--- config.mk ---
export PLATFORM = sky130hd
export DESIGN_NAME = reload_sequencer
export DESIGN_NICKNAME = d
export VERILOG_FILES = /design/src/rtl/reload_sequencer.sv
export SDC_FILE = /design/constraint.sdc
export NUM_CORES = 1
export LEC_CHECK = 0
export BUFFER_PORTS_ARGS = -buffer_cell sky130_fd_sc_hd__clkbuf_2
export CAP_MARGIN = 20
export CORE_MARGIN = 2
export CORE_UTILIZATION = 53
export DETAILED_ROUTE_END_ITERATION = 6
export PLACE_DENSITY = 0.76
export SYNTH_ARGS = -nofsm -noshare
export SYNTH_HDL_FRONTEND = slang
export SYNTH_SLANG_ARGS = --single-unit
--- constraint.sdc ---
create_clock -name clk -period 2.56 [get_ports clk]
set_clock_uncertainty 0.05 [all_clocks]
set_input_delay 0.512 -clock clk [delete_from_list [all_inputs] [get_ports clk]]
set_output_delay 0.512 -clock clk [all_outputs]
set_load 0.02 [all_outputs]
--- src/rtl/reload_sequencer.sv ---
// rtl/reload_sequencer.sv - reload-value FIFO feeding a self-reloading counter on each wrap
// Optional feature: RELOAD_SEQ_STICKY_EN (hold last popped value when starved)
module reload_sequencer #(
    parameter int DEPTH = 4
) (
    input  logic                       clk,
    input  logic                       reset,
    input  logic                       push_valid_i,
    input  logic [3:0]                 push_val_i,
    output logic                       push_ready_o,
    input  logic [3:0]                 count_i,
    output logic                       load_o,
    output logic [3:0]                 load_val_o,
    output logic [$clog2(DEPTH):0]     level_o,
    output logic                       underrun_o
);
    localparam int PW = $clog2(DEPTH);
    localparam int LW = PW + 1;

    typedef enum logic [1:0] {
        ST_IDLE    = 2'd0,
        ST_RUN     = 2'd1,
        ST_STARVED = 2'd2
    } state_t;

    logic [3:0]    r_mem [DEPTH];
    logic [PW-1:0] r_wr_ptr;
    logic [PW-1:0] r_rd_ptr;
    logic [LW-1:0] r_level;
    logic          r_underrun;
    state_t        r_state;
    state_t        w_state_nxt;

    logic          w_wrap;
    logic          w_push;
    logic          w_pop;
    logic          w_underrun_set;
    logic [3:0]    w_head;

    assign w_wrap       = (count_i == 4'hF);
    assign push_ready_o = (r_level != LW'(DEPTH));
    assign w_push       = push_valid_i && push_ready_o;
    assign w_pop        = w_wrap && (r_level != '0);
    assign w_head       = r_mem[r_rd_ptr];
    assign level_o      = r_level;
    assign underrun_o   = r_underrun;

`ifdef RELOAD_SEQ_STICKY_EN
    logic [3:0] r_last;

    always_ff @(posedge clk or posedge reset) begin
        if (reset) begin
            r_last <= 4'h0;
        end else if (w_pop) begin
            r_last <= w_head;
        end
    end

    // Starved wraps are covered by the held value, so they never underrun.
    assign w_underrun_set = 1'b0;
`else
    assign w_underrun_set = w_wrap && (r_level == '0) && (r_state == ST_STARVED);
`endif

    // Storage is left unreset; the level/pointers decide what is valid.
    always_ff @(posedge clk) begin
        if (w_push) begin
            r_mem[r_wr_ptr] <= push_val_i;
        end
    end

    always_ff @(posedge clk or posedge reset) begin
        if (reset) begin
            r_wr_ptr   <= '0;
            r_rd_ptr   <= '0;
            r_level    <= '0;
            r_underrun <= 1'b0;
        end else begin
            r_underrun <= w_underrun_set;
            if (w_push) begin
                r_wr_ptr <= r_wr_ptr + PW'(1);
            end
            if (w_pop) begin
                r_rd_ptr <= r_rd_ptr + PW'(1);
            end
            case ({w_push, w_pop})
                2'b10:   r_level <= r_level + LW'(1);
                2'b01:   r_level <= r_level - LW'(1);
                default: r_level <= r_level;
            endcase
        end
    end

    always_ff @(posedge clk or posedge reset) begin
        if (reset) begin
            r_state <= ST_IDLE;
        end else begin
            r_state <= w_state_nxt;
        end
    end

    always_comb begin
        w_state_nxt = r_state;
        case (r_state)
            ST_IDLE: begin
                if (w_push) begin
                    w_state_nxt = ST_RUN;
                end
            end
            ST_RUN: begin
                if (w_pop && !w_push && (r_level == LW'(1))) begin
                    w_state_nxt = ST_STARVED;
                end
            end
            ST_STARVED: begin
                if (w_push) begin
                    w_state_nxt = ST_RUN;
                end
            end
            default: w_state_nxt = ST_IDLE;
        endcase
    end

    always_comb begin
        load_o     = 1'b0;
        load_val_o = 4'h0;
        if (r_level != '0) begin
            load_o     = 1'b1;
            load_val_o = w_head;
        end
`ifdef RELOAD_SEQ_STICKY_EN
        if ((r_level == '0) && (r_state == ST_STARVED)) begin
            load_o     = 1'b1;
            load_val_o = r_last;
        end
`endif
    end

endmodule

==> results of run 1 <==
-- flip-flops by register name, summed over array words and instances (netlist names) --
register    cells
r_mem          16
r_state         2
r_wr_ptr        2
level_o         3
underrun_o      1
r_rd_ptr        2
-- worst min-delay path by stage --
stage,from,end,depth (start not counted)
global placement,r_state[0],r_state[0],1
floorplan,reset,level_o[0],1
CTS,reset,level_o[1],2
finish,reset,r_wr_ptr[0],2
global route,reset,level_o[1],2
detailed placement,r_state[0],r_state[0],1
-- critical path, cell delays in order (launching register included) --
cell,delay [ns]
dfrtp_1,0.45
inv_1,0.10
ha_1,0.20
nor2b_1,0.25
inv_1,0.15
and2_1,0.17
clkbuf_2,0.15
-- logic make-up (layout without fill, tap and decap cells) --
kind of cell,after synthesis,in the layout
AOI/OAI and AO/OA,5,5
xor gates and xnor gates,6,6
buffers and inverters,8,32
DFF,26,26
and+or+nand+nor,21,21
muxes,5,5
adders and majority gates,9,9
-- power by group through the flow --
stage	combinational, mW	clock [mW]	sequential [mW]
3_5_place_dp	0.596	0	0.680
2_1_floorplan	0.440	0	0.667
4_1_cts	0.597	0.285	0.670
3_3_place_gp	0.582	0	0.673
6_report	0.585	0.280	0.665
5_1_grt	0.653	0.297	0.682
-- layout by cell type (no fill, tap or decap), types with 3 or more instances in the layout --
cell type / synthesis / layout
clkbuf_2: 0 / 20
edfxtp_1: 16 / 16
dfrtp_1: 10 / 10
ha_1: 9 / 9
and2_1: 8 / 8
inv_1: 7 / 7
nand2_1: 4 / 4
mux4_2: 4 / 4
nor2_1: 3 / 3
xor2_1: 3 / 3
xnor2_1: 3 / 3
clkbuf_4: 0 / 3
-- through the flow --
stage	cells	hold slack, ns	cell area (sq um)
3_5_place_dp	128	0.425	1320
4_1_cts	132	0.0703	1370
3_3_place_gp	128	0.411	1320
2_1_floorplan	80	0.302	1190
5_1_grt	132	0.106	1370
6_report	132	0.0615	1370
-- layout make-up --
| type | instances | area [sq um] | share of cell area, % |
|---|---|---|---|
| timing repair buffer | 21 | 108 | 7.84 |
| multi-input combinational | 46 | 420 | 30.6 |
| inverter | 7 | 26.3 | 1.91 |
| clock inverter | 1 | 30.0 | 2.19 |
| clock buffer | 3 | 22.5 | 1.64 |
| tap | 28 | 35.0 | 2.55 |
| sequential | 26 | 731 | 53.2 |
-- layer usage --
metal  track usage [%]  wire length [um]  vias to the layer above
met5                 0                 0                        -
met4              9.21                42                        0
met3              2.92                58                        5
met2              25.8               894                       17
met1              20.2               791                      333
li1                  -                 -                      327
==> results.py, run 1 <==
metrics = {
    "drt": {
        "first_iter_violations": 15,
        "vias_per_cell": 5.17,
        "drc": 0,
        "wl_per_cell_um": 13.5,
        "final_antenna_net_count": 0,
        "drt_pass1_iterations": 4,
        "vias": 682,
        "routed_wl_um": 1790,
    },
    "grt": {
        "grt_pass1_wl_um": 2930,
        "grt_overflow": 0,
        "antenna_found_initial": 0,
        "grt_start_max_net_pins": 16,
        "grt_pass1_vias": 665,
        "grt_use_total_pct": 16.0,
    },
    "power_and_ir_drop": {
        "powerDensity_mw_per_mm2": 1110,
        "pwr-share-seq_pct": 43.5,
        "p_sw_mw": 0.544,
        "p_sw_share_pct": 35.6,
        "p_comb_share_pct": 38.2,
        "p_int_mw": 0.985,
        "clkPwrFrac_pct": 18.3,
        "peakVddDrop_uv": 624,
        "p_leak_nw": 0.587,
        "totalPowerFinal_mw": 1.53,
    },
    "floorplan": {
        "die_x_um": 51.4,
        "design.core.area_sq_mm": 0.00217,
        "die_area_sq_mm": 0.00264,
        "die_y_um": 51.4,
        "io-pin-count": 21,
        "initial_utilization_pct": 54.8,
        "rows": 17,
    },
    "finish": {
        "final_util_pct": 63.3,
        "drive_above_1_share_pct": 29.8,
        "final_nets": 125,
        "fillers": 181,
        "area_growth_pct": 15.5,
        "antenna_cells": 0,
    },
    "timing": {
        "fin_crit_sh_pct": 92.3,
        "finalHoldViolCount": 0,
        "fin_crit_ns": 2.36,
        "fin_ws_ns": 0.198,
        "finalMaxSlewViolations": 0,
        "fmax_mhz": 423,
        "rsz0062_at_grt": "no",
        "tightest_slew_ns": 0.380,
        "setup_viol": 0,
        "max_slew_margin_pct": 74.7,
        "tns_ns": 0,
    },
    "synthesis": {
        "synth_seq_area_share_pct": 61.5,
        "ys_ff_latch": 26,
        "synthArstFlopShare_pct": 38.5,
        "syn_nets": 100,
        "yosys-mux-area-fraction_pct": 8.42,
        "yosysWarnings": 0,
        "synth-compound-area-share_pct": 3.05,
        "synth_cells": 80,
        "netlist_area_sq_mm": 0.00119,
        "yosys.area.top_type": "edfxtp_1",
        "synth_xor_area_share_pct": 4.42,
        "synth.avg_cell_area_sq_um": 14.9,
        "synth_common_cells": "edfxtp_1 (16), dfrtp_1 (10), ha_1 (9), and2_1 (8), inv_1 (7)",
        "synth_cell_type_count": 21,
        "synthAdderAreaFrac_pct": 9.47,
        "synth_edf_count": 16,
        "synth_top_area_share_pct": 40.4,
        "synthFlopType": "edfxtp_1",
        "yosysMostFrequentCell": "edfxtp_1",
        "synth-simple-area-share_pct": 10.0,
        "synth_area_leaders": "edfxtp_1 (40%), dfrtp_1 (21%), ha_1 (9.5%)",
        "synth_top_family_by_area": "simple AND/OR/NAND/NOR gates",
    },
    "setup_path": {
        "start_kind": "flop",
        "worstSetupEndpointType": "output port",
        "r2r.worst_path.cells": 8,
        "path_max_fanout": 6,
        "crit_start": "level_o[0]",
        "critPathKind": "flop to output port",
        "cp-endpoint": "load_val_o[2]",
        "ff2ff_setup_slack_ns": 0.63,
        "rr_endpoint": "level_o[2]",
        "required_ns": 2.00,
        "worstReg2RegStart": "level_o[0]",
        "worstPathArrival_ns": 1.80,
    },
    "min_path": {
        "hold_path_class": "input port to async pin",
    },
    "clock_tree": {
        "clockBufferDepth": 2,
        "cts_root_buf": "clkbuf_4",
        "cts_resized": 0,
        "cts_max_level": 1,
        "ctsHoldBuffers": 0,
        "tritoncts": "built",
        "cts_num_sinks": 26,
        "cts_buffers": 3,
        "worstSkewPairLatency_ns": 0.32,
        "clk_pin_slew_ns": 0.14,
        "cts_setup_buffers": 0,
    },
    "placed_design": {
        "post-dp-hpwl_um": 1390,
        "portBuffers": 20,
        "pre_cts_slack_ns": 0.555,
        "gp_congestion": 0.784,
    },
    "outcome": {
        "status": "finished, final reports clean",
    },
    "run": {
        "drv_cap": 0,
    },
}
Power figures use the tool's default switching activity.
==> run 2, diff against run 1 <==
--- a/config.mk
+++ b/config.mk
@@ -7,6 +7,7 @@
 export LEC_CHECK = 0
 export BUFFER_PORTS_ARGS = -buffer_cell sky130_fd_sc_hd__clkbuf_2
 export CAP_MARGIN = 20
+export CORE_ASPECT_RATIO = 0.8
 export CORE_MARGIN = 2
 export CORE_UTILIZATION = 53
 export DETAILED_ROUTE_END_ITERATION = 6
@@ -14,3 +15,4 @@
 export SYNTH_ARGS = -nofsm -noshare
 export SYNTH_HDL_FRONTEND = slang
 export SYNTH_SLANG_ARGS = --single-unit
+export TNS_END_PERCENT = 5
==> results.py, run 2 (synthesis results as in run 1) <==
metrics = {
    "outcome": {
        "status": "finished, final reports clean",
    },
    "timing": {
        "finalHoldViolCount": 0,
        "tightest_slew_ns": 0.400,
        "max_slew_margin_pct": 73.3,
        "rsz0062_at_grt": "no",
        "setup_viol": 0,
        "fin_crit_sh_pct": 91.7,
        "fmax_mhz": 426,
        "finalMaxSlewViolations": 0,
        "tns_ns": 0,
        "fin_crit_ns": 2.35,
    },
    "finish": {
        "final_nets": 124,
        "largest_register": "r_mem",
        "seq_area_sq_um": 731,
        "multi_input_area_sq_um": 420,
        "antenna_cells": 0,
        "fin_area_sq_mm": 0.00133,
        "final_util_pct": 62.2,
        "final_common_cell": "clkbuf_2",
        "final_cell_mix": "clkbuf_2 (20), edfxtp_1 (16), dfrtp_1 (10), ha_1 (9), and2_1 (8)",
        "area_growth_pct": 12.0,
        "drive_above_1_share_pct": 28.4,
        "largest_register_ffs": 16,
        "fillers": 181,
    },
    "floorplan": {
        "die_x_um": 56.9,
        "io-pin-count": 21,
        "rows": 15,
        "design.core.area_sq_mm": 0.00214,
        "initial_utilization_pct": 55.6,
        "die_area_sq_mm": 0.00264,
        "die_y_um": 46.4,
    },
    "drt": {
        "vias": 664,
        "first_iter_violations": 8,
        "drc": 0,
        "final_antenna_net_count": 0,
        "vias_per_cell": 5.23,
        "drt_pass1_iterations": 3,
        "routed_wl_um": 1850,
        "wl_per_cell_um": 14.6,
    },
    "clock_tree": {
        "ctsHoldBuffers": 0,
        "clk_pin_slew_ns": 0.12,
        "clockBufferDepth": 2,
        "cts_num_sinks": 26,
        "cts_setup_buffers": 0,
        "worstSkewPairLatency_ns": 0.31,
        "cts_root_buf": "clkbuf_4",
        "tritoncts": "built",
        "cts_max_level": 1,
        "cts_resized": 0,
        "cts_buffers": 3,
    },
    "run": {
        "drv_cap": 0,
    },
    "setup_path": {
        "worstSetupEndpointType": "output port",
        "start_kind": "flop",
        "required_ns": 2.00,
        "critPathKind": "flop to output port",
        "path_max_fanout": 6,
        "worstPathArrival_ns": 1.79,
    },
    "grt": {
        "antenna_found_initial": 0,
        "grt_pass1_vias": 629,
        "grt_pass1_wl_um": 3100,
        "grt_start_max_net_pins": 14,
        "grt_use_total_pct": 17.0,
        "grt_overflow": 0,
    },
    "power_and_ir_drop": {
        "powerDensity_mw_per_mm2": 1060,
        "p_leak_nw": 0.568,
        "peakVddDrop_uv": 736,
    },
    "placed_design": {
        "place_area_sq_mm": 0.00131,
        "gp_congestion": 0.698,
        "post-dp-hpwl_um": 1410,
        "portBuffers": 20,
    },
    "min_path": {
        "hold_path_class": "input port to async pin",
    },
}
-- run 2: changes by cell type in the layout (fill, tap and decap cells not counted) --
cell / before / now
buf_4: 1 / 0
bufinv_16: 1 / 0
-- run 2: worst max-delay path: stages, from the launching register on --
cell,delay (ns)
dfrtp_1,0.45
inv_1,0.11
ha_1,0.20
nor2b_1,0.24
inv_1,0.15
and2_1,0.17
clkbuf_2,0.15
-- run 2: per-layer routing --
layer | global-route usage [%] | up-vias | wire length (um)
li1 | - | 328 | -
met1 | 23.3 | 321 | 892
met2 | 24.1 | 10 | 847
met3 | 6.18 | 5 | 74
met4 | 8.37 | 0 | 37
met5 | 0 | - | 0
-- run 2: cell type report --
| type | count | share of cell area (%) |
|---|---|---|
| sequential | 26 | 54.9 |
| multi-input combinational | 46 | 31.6 |
| timing repair buffer | 20 | 7.52 |
| tap | 25 | 2.35 |
| inverter | 7 | 1.97 |
| clock buffer | 3 | 1.69 |
-- run 2: report_power, final --
group          switching [mW]  internal [mW]  total [mW]
logic                   0.324          0.259       0.583
registers               0.106          0.563       0.668
clock network           0.108         0.0551       0.163
-- run 2: path summary, 6_finish.rpt --
| path | slack [ns] | to | from | cells past startpoint |
|---|---|---|---|---|
| max | 0.21 | load_val_o[0] | level_o[0] | 6 |
| min | 0.09 | level_o[2] | reset | 2 |
| max reg2reg | 0.53 | level_o[2] | level_o[0] | 8 |
| min reg2reg | 0.44 | r_state[0] | r_state[0] | 1 |
| max in group asynchronous | 2.09 | r_rd_ptr[0] | reset | 2 |
| min in group clk | 0.36 | r_mem[0][0] | push_val_i[0] | 1 |
-- run 2: per-stage QoR --
step	cells	power [mW]	worst slack, ns	hold WS (ns)
floorplan	80	1.11	0.517	0.302
global placement	124	1.25	0.595	0.407
detailed placement	124	1.27	0.526	0.418
CTS	127	1.43	0.177	0.0973
global route	127	1.53	0.0452	0.104
finish	127	1.41	0.212	0.0876
==> run 3, diff against run 2 <==
==> constraint.sdc (replaced) <==
create_clock -name clk -period 2.7 [get_ports clk]
set_clock_uncertainty 0.05 [all_clocks]
set_input_delay 0 -clock clk [delete_from_list [all_inputs] [get_ports clk]]
set_output_delay 0 -clock clk [all_outputs]
set_load 0.02 [all_outputs]
==> results.py, run 3 (synthesis results as in run 1) <==
metrics = {
    "clock_tree": {
        "cts_max_level": 1,
        "tritoncts": "built",
        "cts_num_sinks": 26,
        "cts_buffers": 3,
        "cts_root_buf": "clkbuf_4",
        "cts_setup_buffers": 0,
        "clockBufferDepth": 2,
        "cts_resized": 0,
        "ctsHoldBuffers": 7,
        "worstSkewPairLatency_ns": 0.32,
        "clk_pin_slew_ns": 0.13,
    },
    "timing": {
        "finalHoldViolCount": 0,
        "tns_ns": 0,
        "fmax_mhz": 492,
        "fin_crit_sh_pct": 75.3,
        "finalMaxSlewViolations": 0,
        "fin_crit_ns": 2.03,
        "tightest_slew_ns": 0.393,
        "rsz0062_at_grt": "no",
        "setup_viol": 0,
        "max_slew_margin_pct": 73.8,
    },
    "placed_design": {
        "dp_cells": 124,
        "post-dp-hpwl_um": 1390,
        "gp_congestion": 0.725,
        "place_area_sq_mm": 0.00131,
        "portBuffers": 20,
    },
    "floorplan": {
        "die_area_sq_mm": 0.00264,
        "initial_utilization_pct": 55.6,
        "die_x_um": 56.9,
        "rows": 15,
        "die_y_um": 46.4,
        "design.core.area_sq_mm": 0.00214,
        "io-pin-count": 21,
    },
    "power_and_ir_drop": {
        "p_comb_share_pct": 40.6,
        "p_sw_mw": 0.514,
        "powerDensity_mw_per_mm2": 975,
        "totalPowerFinal_mw": 1.38,
        "p_int_mw": 0.866,
        "p_leak_nw": 0.602,
        "clkPwrFrac_pct": 13.5,
        "p_sw_share_pct": 37.2,
        "pwr-share-seq_pct": 45.8,
        "peakVddDrop_uv": 575,
    },
    "drt": {
        "dr.max_layer_used": "met4",
        "vias_per_cell": 5.01,
        "m1WireLength_um": 864,
        "wl_per_cell_um": 13.8,
        "drt_pass1_iterations": 4,
        "routed_wl_um": 1860,
        "drc": 0,
        "first_iter_violations": 16,
        "wl_met3_um": 109,
        "vias": 677,
        "final_antenna_net_count": 0,
        "dr_wl_met2_um": 873,
    },
    "min_path": {
        "hold_path_class": "input port to flop",
        "hold_start": "push_valid_i",
    },
    "outcome": {
        "status": "finished, final reports clean",
    },
    "finish": {
        "instances_no_fill": 135,
        "drive_above_1_share_pct": 27.3,
        "final_util_pct": 66.1,
        "largest_register": "r_mem",
        "final_common_cell": "clkbuf_2",
        "antenna_cells": 0,
        "area_growth_pct": 19.1,
        "fillers": 161,
        "largest_register_ffs": 16,
        "fin_area_sq_mm": 0.00142,
        "final_nets": 131,
        "final_cell_mix": "clkbuf_2 (20), edfxtp_1 (16), dfrtp_1 (10), ha_1 (9), and2_1 (8)",
    },
    "setup_path": {
        "start_kind": "flop",
        "worstReg2RegStart": "level_o[0]",
        "crit_start": "level_o[0]",
        "max_stage_delay_ns": 0.45,
        "path_max_fanout": 9,
        "required_ns": 2.90,
        "critPathTopFamily": "adder cells",
        "slowest_stage": "dfrtp_1",
        "worstPathCellList": "inv_1 -> ha_1 -> a21boi_2 -> inv_1 -> ha_1 -> mux2i_1 -> nor2_1 -> xor2_1",
        "critPathKind": "flop to flop",
        "critical_path_buf_inv_count": 2,
        "worstPathArrival_ns": 2.24,
        "worstSetupEndpointType": "flop",
    },
    "grt": {
        "grt_overflow": 0,
        "grt_pass1_vias": 614,
        "antenna_found_initial": 0,
        "grt_pass1_wl_um": 2970,
        "grt_use_total_pct": 16.2,
        "grt_start_max_net_pins": 15,
    },
    "run": {
        "drv_cap": 0,
    },
}
-- run 3: cell types whose count changed in the layout (fill, tap and decap cells not counted), sizes merged --
| cell | delta |
|---|---|
| dlygate4sd3 | +7 |
| clkbuf | +1 |
-- run 3: path summary, 6_finish.rpt --
path	endpoint	slack (ns)	cells past startpoint
max reg2reg	level_o[2]	0.67	8
min	r_state[1]	0.06	3
min reg2reg	r_state[0]	0.45	1
min in group asynchronous	level_o[2]	0.13	3
max	level_o[2]	0.67	8
max in group asynchronous	r_wr_ptr[1]	2.19	3
-- run 3: per-stage QoR --
stage,hold WS [ns],setup WS [ns]
2_1_floorplan,-0.210,0.760
3_5_place_dp,-0.0673,0.635
3_3_place_gp,-0.0732,0.799
6_report,0.0649,0.667
4_1_cts,0.0590,0.626
5_1_grt,0.0646,0.510
-- run 3: layer usage --
| layer | GRT usage [%] | vias up |
|---|---|---|
| met2 | 23.7 | 18 |
| met4 | 4.19 | 0 |
| met1 | 23.4 | 319 |
| met5 | 0 | - |
| li1 | - | 338 |
| met3 | 5.90 | 2 |
-- run 3: power groups by stage --
stage / clock, mW / sequential, mW / combinational (mW)
floorplan: 0 / 0.632 / 0.417
CTS: 0.193 / 0.635 / 0.569
global placement: 0 / 0.637 / 0.558
global route: 0.211 / 0.650 / 0.614
detailed placement: 0 / 0.644 / 0.560
finish: 0.187 / 0.632 / 0.561
-- run 3: layout make-up --
| type | instances | area [sq um] | area share, % |
|---|---|---|---|
| Inverter | 7 | 26.3 | 1.86 |
| Sequential cell | 26 | 731 | 51.6 |
| Clock buffer | 4 | 36.3 | 2.56 |
| Timing Repair Buffer | 27 | 170 | 12.0 |
| Tap cell | 25 | 31.3 | 2.21 |
| Multi-Input combinational cell | 46 | 420 | 29.7 |
-- run 3: worst reg2reg max path: cells and delay by family, from the launching register on --
family	cells	cell delay [ns]
flops	1	0.45
simple gates	1	0.15
xor+xnor	1	0.15
compound gates	1	0.33
mux	1	0.14
buf+inv	2	0.21
fa+ha+maj	2	0.51
